### config.mk
export PLATFORM = sky130hd
export DESIGN_NAME = mc_cpu
export DESIGN_NICKNAME = d
export VERILOG_FILES = /design/src/rtl/mc_cpu_pkg.sv /design/src/rtl/mc_regfile.sv /design/src/rtl/mc_cpu.sv
export SDC_FILE = /design/constraint.sdc
export NUM_CORES = 2
export LEC_CHECK = 0
export BUFFER_PORTS_ARGS = -buffer_cell sky130_fd_sc_hd__buf_4
export CORE_MARGIN = 4
export CORE_UTILIZATION = 40
export DETAILED_ROUTE_END_ITERATION = 16
export SLEW_MARGIN = 20
export SYNTH_ARGS = -nofsm -noshare
export SYNTH_HDL_FRONTEND = slang
export SYNTH_SLANG_ARGS = --single-unit
export TNS_END_PERCENT = 20
### constraint.sdc
create_clock -name clk_i -period 4.35 [get_ports clk_i]
set_clock_uncertainty 0.2 [all_clocks]
set_input_delay 0.87 -clock clk_i [delete_from_list [all_inputs] [get_ports clk_i]]
set_output_delay 0.87 -clock clk_i [all_outputs]
set_load 0.03 [all_outputs]
### src/rtl/mc_cpu_pkg.sv
`default_nettype none
// mc_cpu_pkg: opcode/funct constants, ALU-op and FSM state enums for mc_cpu.
// Revision 1.0
package mc_cpu_pkg;

    localparam logic [5:0] OP_RTYPE = 6'b000000;
    localparam logic [5:0] OP_ADDI  = 6'b001000;

    localparam logic [5:0] FN_ADD = 6'b100000;
    localparam logic [5:0] FN_SUB = 6'b100010;
    localparam logic [5:0] FN_AND = 6'b100100;
    localparam logic [5:0] FN_OR  = 6'b100101;
    localparam logic [5:0] FN_MUL = 6'b011000;

    typedef enum logic [2:0] {
        ALU_ADD,
        ALU_SUB,
        ALU_AND,
        ALU_OR,
        ALU_MUL,
        ALU_ILL
    } alu_op_t;

    typedef enum logic [2:0] {
        ST_IDLE,
        ST_FETCH,
        ST_DECODE,
        ST_EXEC,
        ST_WB
    } state_t;

    function automatic logic [31:0] sext16(input logic [15:0] v);
        return {{16{v[15]}}, v};
    endfunction

endpackage
`default_nettype wire

### src/rtl/mc_regfile.sv
`default_nettype none
// mc_regfile: NREG x XLEN register file, two async reads, one sync write; register 0 is hardwired zero.
// Revision 1.0
module mc_regfile #(
    parameter int XLEN = 32,
    parameter int NREG = 32,
    localparam int AW  = $clog2(NREG)
) (
    input  logic            clk,
    input  logic            rst_n,
    input  logic [AW-1:0]   rs_addr,
    output logic [XLEN-1:0] rs_data,
    input  logic [AW-1:0]   rt_addr,
    output logic [XLEN-1:0] rt_data,
    input  logic            we,
    input  logic [AW-1:0]   waddr,
    input  logic [XLEN-1:0] wdata
);

    logic [XLEN-1:0] regs [NREG];

    always_ff @(posedge clk) begin
        if (!rst_n) begin
            for (int i = 0; i < NREG; i++) begin
                regs[i] <= '0;
            end
        end else if (we && (waddr != '0)) begin
            regs[waddr] <= wdata;
        end
    end

    assign rs_data = (rs_addr == '0) ? '0 : regs[rs_addr];
    assign rt_data = (rt_addr == '0) ? '0 : regs[rt_addr];

endmodule
`default_nettype wire

### src/rtl/mc_cpu.sv
`default_nettype none
// mc_cpu: 4-state-per-instruction multicycle CPU (add/sub/and/or/addi); MC_CPU_MUL_EN adds mul.
// Revision 1.0
module mc_cpu
    import mc_cpu_pkg::*;
#(
    parameter int XLEN     = 32,
    parameter int NREG     = 32,
    parameter int PC_W     = 32,
    parameter int RESET_PC = 0
) (
    input  logic            clk_i,
    input  logic            rst_i,
    input  logic            start_i,
    output logic            imem_req_o,
    output logic [PC_W-1:0] imem_addr_o,
    input  logic            imem_ack_i,
    input  logic [31:0]     imem_data_i,
    output logic [PC_W-1:0] pc_o,
    output logic            busy_o,
    output logic            retire_o,
    output logic            wb_en_o,
    output logic [4:0]      wb_addr_o,
    output logic [XLEN-1:0] wb_data_o,
    output logic            illegal_o
);

    localparam int AW = $clog2(NREG);

    state_t          state, state_next;
    logic [PC_W-1:0] pc;
    logic [31:0]     ir;
    logic [XLEN-1:0] op_a, op_b, result;
    alu_op_t         alu_op;
    logic [4:0]      dest;

    logic [XLEN-1:0] rs_val, rt_val, alu_out;
    alu_op_t         dec_op;
    logic [4:0]      dec_dest;
    logic [31:0]     imm_ext;

    mc_regfile #(.XLEN(XLEN), .NREG(NREG)) u_regfile (
        .clk     (clk_i),
        .rst_n   (rst_i),
        .rs_addr (ir[21 +: AW]),
        .rs_data (rs_val),
        .rt_addr (ir[16 +: AW]),
        .rt_data (rt_val),
        .we      (wb_en_o),
        .waddr   (dest[AW-1:0]),
        .wdata   (result)
    );

    always_ff @(posedge clk_i) begin
        if (!rst_i) begin
            state <= ST_IDLE;
        end else begin
            state <= state_next;
        end
    end

    always_comb begin
        state_next = state;
        case (state)
            ST_IDLE:   if (start_i) state_next = ST_FETCH;
            ST_FETCH:  if (imem_ack_i) state_next = ST_DECODE;
            ST_DECODE: state_next = ST_EXEC;
            ST_EXEC:   state_next = ST_WB;
            ST_WB:     state_next = start_i ? ST_FETCH : ST_IDLE;
            default:   state_next = ST_IDLE;
        endcase
    end

    assign imm_ext = sext16(ir[15:0]);

    always_comb begin
        dec_op   = ALU_ILL;
        dec_dest = ir[15:11];
        if (ir[31:26] == OP_RTYPE) begin
            case (ir[5:0])
                FN_ADD:  dec_op = ALU_ADD;
                FN_SUB:  dec_op = ALU_SUB;
                FN_AND:  dec_op = ALU_AND;
                FN_OR:   dec_op = ALU_OR;
`ifdef MC_CPU_MUL_EN
                FN_MUL:  dec_op = ALU_MUL;
`endif
                default: dec_op = ALU_ILL;
            endcase
        end else if (ir[31:26] == OP_ADDI) begin
            dec_op   = ALU_ADD;
            dec_dest = ir[20:16];
        end
    end

    always_comb begin
        alu_out = '0;
        case (alu_op)
            ALU_ADD: alu_out = op_a + op_b;
            ALU_SUB: alu_out = op_a - op_b;
            ALU_AND: alu_out = op_a & op_b;
            ALU_OR:  alu_out = op_a | op_b;
`ifdef MC_CPU_MUL_EN
            ALU_MUL: alu_out = op_a * op_b;
`endif
            default: alu_out = '0;
        endcase
    end

    always_ff @(posedge clk_i) begin
        if (!rst_i) begin
            pc     <= PC_W'(RESET_PC);
            ir     <= '0;
            op_a   <= '0;
            op_b   <= '0;
            result <= '0;
            alu_op <= ALU_ILL;
            dest   <= '0;
        end else begin
            case (state)
                ST_FETCH: if (imem_ack_i) ir <= imem_data_i;
                ST_DECODE: begin
                    op_a   <= rs_val;
                    op_b   <= (ir[31:26] == OP_ADDI) ? imm_ext[XLEN-1:0] : rt_val;
                    alu_op <= dec_op;
                    dest   <= dec_dest;
                end
                ST_EXEC:  result <= alu_out;
                ST_WB:    pc <= pc + PC_W'(4);
                default: ;
            endcase
        end
    end

    // Gating with rst_i keeps every strobe low while reset is held, even mid-WB.
    assign imem_req_o  = rst_i && (state == ST_FETCH);
    assign imem_addr_o = pc;
    assign pc_o        = pc;
    assign busy_o      = rst_i && (state != ST_IDLE);
    assign retire_o    = rst_i && (state == ST_WB);
    assign illegal_o   = retire_o && (alu_op == ALU_ILL);
    assign wb_en_o     = retire_o && (alu_op != ALU_ILL) && (dest[AW-1:0] != '0);
    assign wb_addr_o   = dest;
    assign wb_data_o   = result;

endmodule
`default_nettype wire

==> metrics.txt <==
run status=completed; Buffers & Inverters on Critical Path=0; Yosys warning count=0; Hold Path Class=in -> reg; crit path cell chain=nor4_1 > nand3_1 > nor2_1 > and2_1 > nand2_1 > nor2_1 > a21oi_1 > xnor2_1 > ha_1 > a21o_1 > a31oi_1 > o21ai_0 > a21o_1 > a21oi_1 > o22ai_1 > or3_1; via count=40600; largest stage delay on the critical path=0.39 ns; final hold viol count=0; Top delay family on crit path=simple AND/OR/NAND/NOR gates; Starting DRT DRC Count=5513; CTS sink cnt=1203; WL/cell=32.2 um; crit path capture type=register; sequential share of the synthesized area=54.2%; global-route usage over all layers=25.7%; worst endpoint required time=4.81 ns; share of the synthesized area in the top cell type=48.6%; root buf cell=clkbuf_16; Pwr Total=0.0276 W; Worst Path Max Fanout=7; Int Pwr=0.0205 W; Port Buffers=137; Starting Density=40.4%; Detail Route Antenna Nets=0; vias in the first global route=40300; Synth Area per Inst=14.5 um2; Post-Syn Instances=4351; largest net degree at the start of global routing=57; Post CTS Setup Buffer Count=0; I/O pins=142; synthesized area=63300 um2; final slew viol count=0; CTS Buf Count=131; Setup CP Type=reg -> reg; share of cells above drive strength 1=28.5%; Filler cells=13600; nets=4506; #FFs+latches synth=1203; area of the multi-input gates=27700 um2; P&R area growth vs syn=14.4%; # rows=145; DR pass1 iterations=6; die width=406 um; Die ar.=165000 um2; WP data arrival=4.56 ns; max-capacitance violation count=0; Netlist cell types=71; H-tree levels=4; gpl congestion=0.893; CP startpoint kind=register; peak supply drop=0.444 mV; clock share of power=39.9%; asr flop ratio synth=0%; Setup WS post-layout=0.248 ns; register area=34400 um2; initial antenna violation count=23; DRC=0; fin util=46.2%; Worst-Skew Late Latency=0.78 ns; most frequent cell after synthesis=edfxtp_1; Lkg Pwr=24.7 nW; count of final setup violators=0; Relative slew margins=26.1%; CTS tree=done; Worst Tran Pin Value=1.11 ns; Synth area leader=edfxtp_1; first-pass GRT wire length=302 mm; dpl ws=0.0477 ns; core area=157000 um2; number of flops mapped to enable cells by yosys=1024; ranking of synthesized cells by area=edfxtp_1, mux4_2, and2_1; WL final=212 mm; Slowest-stage cell, CP=ha_1; RSZ-0062 raised after global routing=no; GRT Residual Overflow=0; post-DR vias/cell=6.16; DPL Wire Length=135 mm; Logic pwr share=12.4%; Die Ht=406 um; PwrDens=381 nW/um2; sw frac=25.8%; Net Switching=0.00710 W; clk slew on worst S/H paths=0.07 ns; Primary FF master, synth=edfxtp_1; CTS max path bufs=3; part of the power in registers=47.7%; Post-synth top cells=edfxtp_1, and2_1, mux4_2; fmax=244 MHz; Tcrit/Tclk final=94.3%; min cycle time layout=4.10 ns
## timing repair
| item | CTS | global route |
|---|---|---|
| hold buffers | 0 | 0 |
| setup endpoints to repair | 0 | 3 |
| gates resized for setup | 0 | 4 |
## final timing paths
kind | startpoint | end | slack [ns] | depth (start not counted)
worst max register to register | op_b[2] | wb_data_o[30] | 0.25 | 16
worst max-delay path | op_b[2] | wb_data_o[30] | 0.25 | 16
worst min register to register | ir[27] | ir[27] | 0.25 | 2
worst min-delay path | imem_data_i[27] | ir[27] | 0.15 | 3
## power groups by stage
stage / clock, W / combinational [W] / sequential [W]
after CTS: 0.0111 / 0.00337 / 0.0131
after detailed placement: 0 / 0.00336 / 0.0134
after global placement: 0 / 0.00337 / 0.0134
after floorplan: 0 / 0.00221 / 0.0133
final: 0.0110 / 0.00341 / 0.0132
after global routing: 0.0116 / 0.00359 / 0.0132
## per-stage QoR
stage	TNS (ns)	cells	hold slack (ns)	instance area (um2)
after floorplan	-101.95	4386	0.231	63400
after global placement	-0.0784	6359	0.239	68300
after detailed placement	0	6359	0.244	68300
after CTS	0	6593	0.0932	72400
after global routing	0	6593	0.135	72400
final	0	6596	0.148	72400
## per-layer routing
layer | up-vias | wire length, um | GRT usage, %
li1 | 16700 | - | -
met1 | 21300 | 84000 | 34.8
met2 | 2211 | 101000 | 41.7
met3 | 422 | 20100 | 5.60
met4 | 4 | 6800 | 8.10
met5 | - | 26 | 0
## final cells by class
cell class / count / area share (%)
antenna: 3 / 0.0104
clock buffer: 173 / 4.83
clock inverter: 61 / 0.866
inverter: 15 / 0.0847
multi-input combinational: 2711 / 38.3
sequential: 1203 / 47.5
tap: 2058 / 3.56
timing repair buffer: 372 / 4.89
## registers in the layout, indices dropped and copies added (netlist names), named ones only
signal	flops
u_regfile.regs	1024
ir	32
op_a	32
op_b	32
wb_data_o	32
imem_addr_o	30
wb_addr_o	5
alu_op	3
state	3
## cell usage in the layout (no fill, tap or decap), types with 8 or more instances in the layout
cell,Yosys,final
dfxtp_1,179,167
ha_1,35,35
edfxtp_1,1024,1024
nor2b_1,13,12
mux2i_1,56,56
mux4_2,640,640
buf_12,0,60
mux2_2,16,16
nand2_1,178,178
nand4_1,17,17
a21oi_1,130,129
dfxtp_4,0,9
inv_1,15,14
a221oi_1,16,16
or3_1,8,8
nor3_1,11,11
clkinv_2,0,10
a211oi_1,8,8
and3_1,9,9
nand3_1,27,26
a21o_1,18,18
o21a_1,8,8
conb_1,1,36
o21ai_4,0,31
o21ai_0,156,124
clkinv_1,0,23
nor2_4,0,31
clkbuf_1,334,37
nor2_1,129,97
xnor2_1,35,35
and2_1,1002,1002
a31oi_1,11,11
clkbuf_16,0,132
o211ai_1,22,22
buf_4,38,312
xor2_1,47,47
## cells by family (layout without fill, tap and decap cells)
logic type                 Yosys count  count (layout)  share of synthesized area, %
AOI/OAI and AO/OA                  416             416                          3.90
xor gates and xnor gates            82              82                          1.13
adders and majority gates           38              38                         0.755
buffers and inverters              472             621                          3.12
DFF                               1203            1203                          54.2
muxes                              712             712                          23.9
other                                1              39                       0.00593
and+or+nand+nor                   1427            1427                          12.9
## worst reg2reg max path, cell delays in order, from the launching register on
cell and delay, ns:
dfxtp_1 0.31, nor4_1 0.38, nand3_1 0.28, nor2_1 0.26
and2_1 0.24, nand2_1 0.13, nor2_1 0.17, a21oi_1 0.10
xnor2_1 0.13, ha_1 0.39, a21o_1 0.24, a31oi_1 0.22
o21ai_0 0.13, a21o_1 0.19, a21oi_1 0.20, o22ai_1 0.11
or3_1 0.30
No activity file was read; power rests on OpenSTA's default activity.
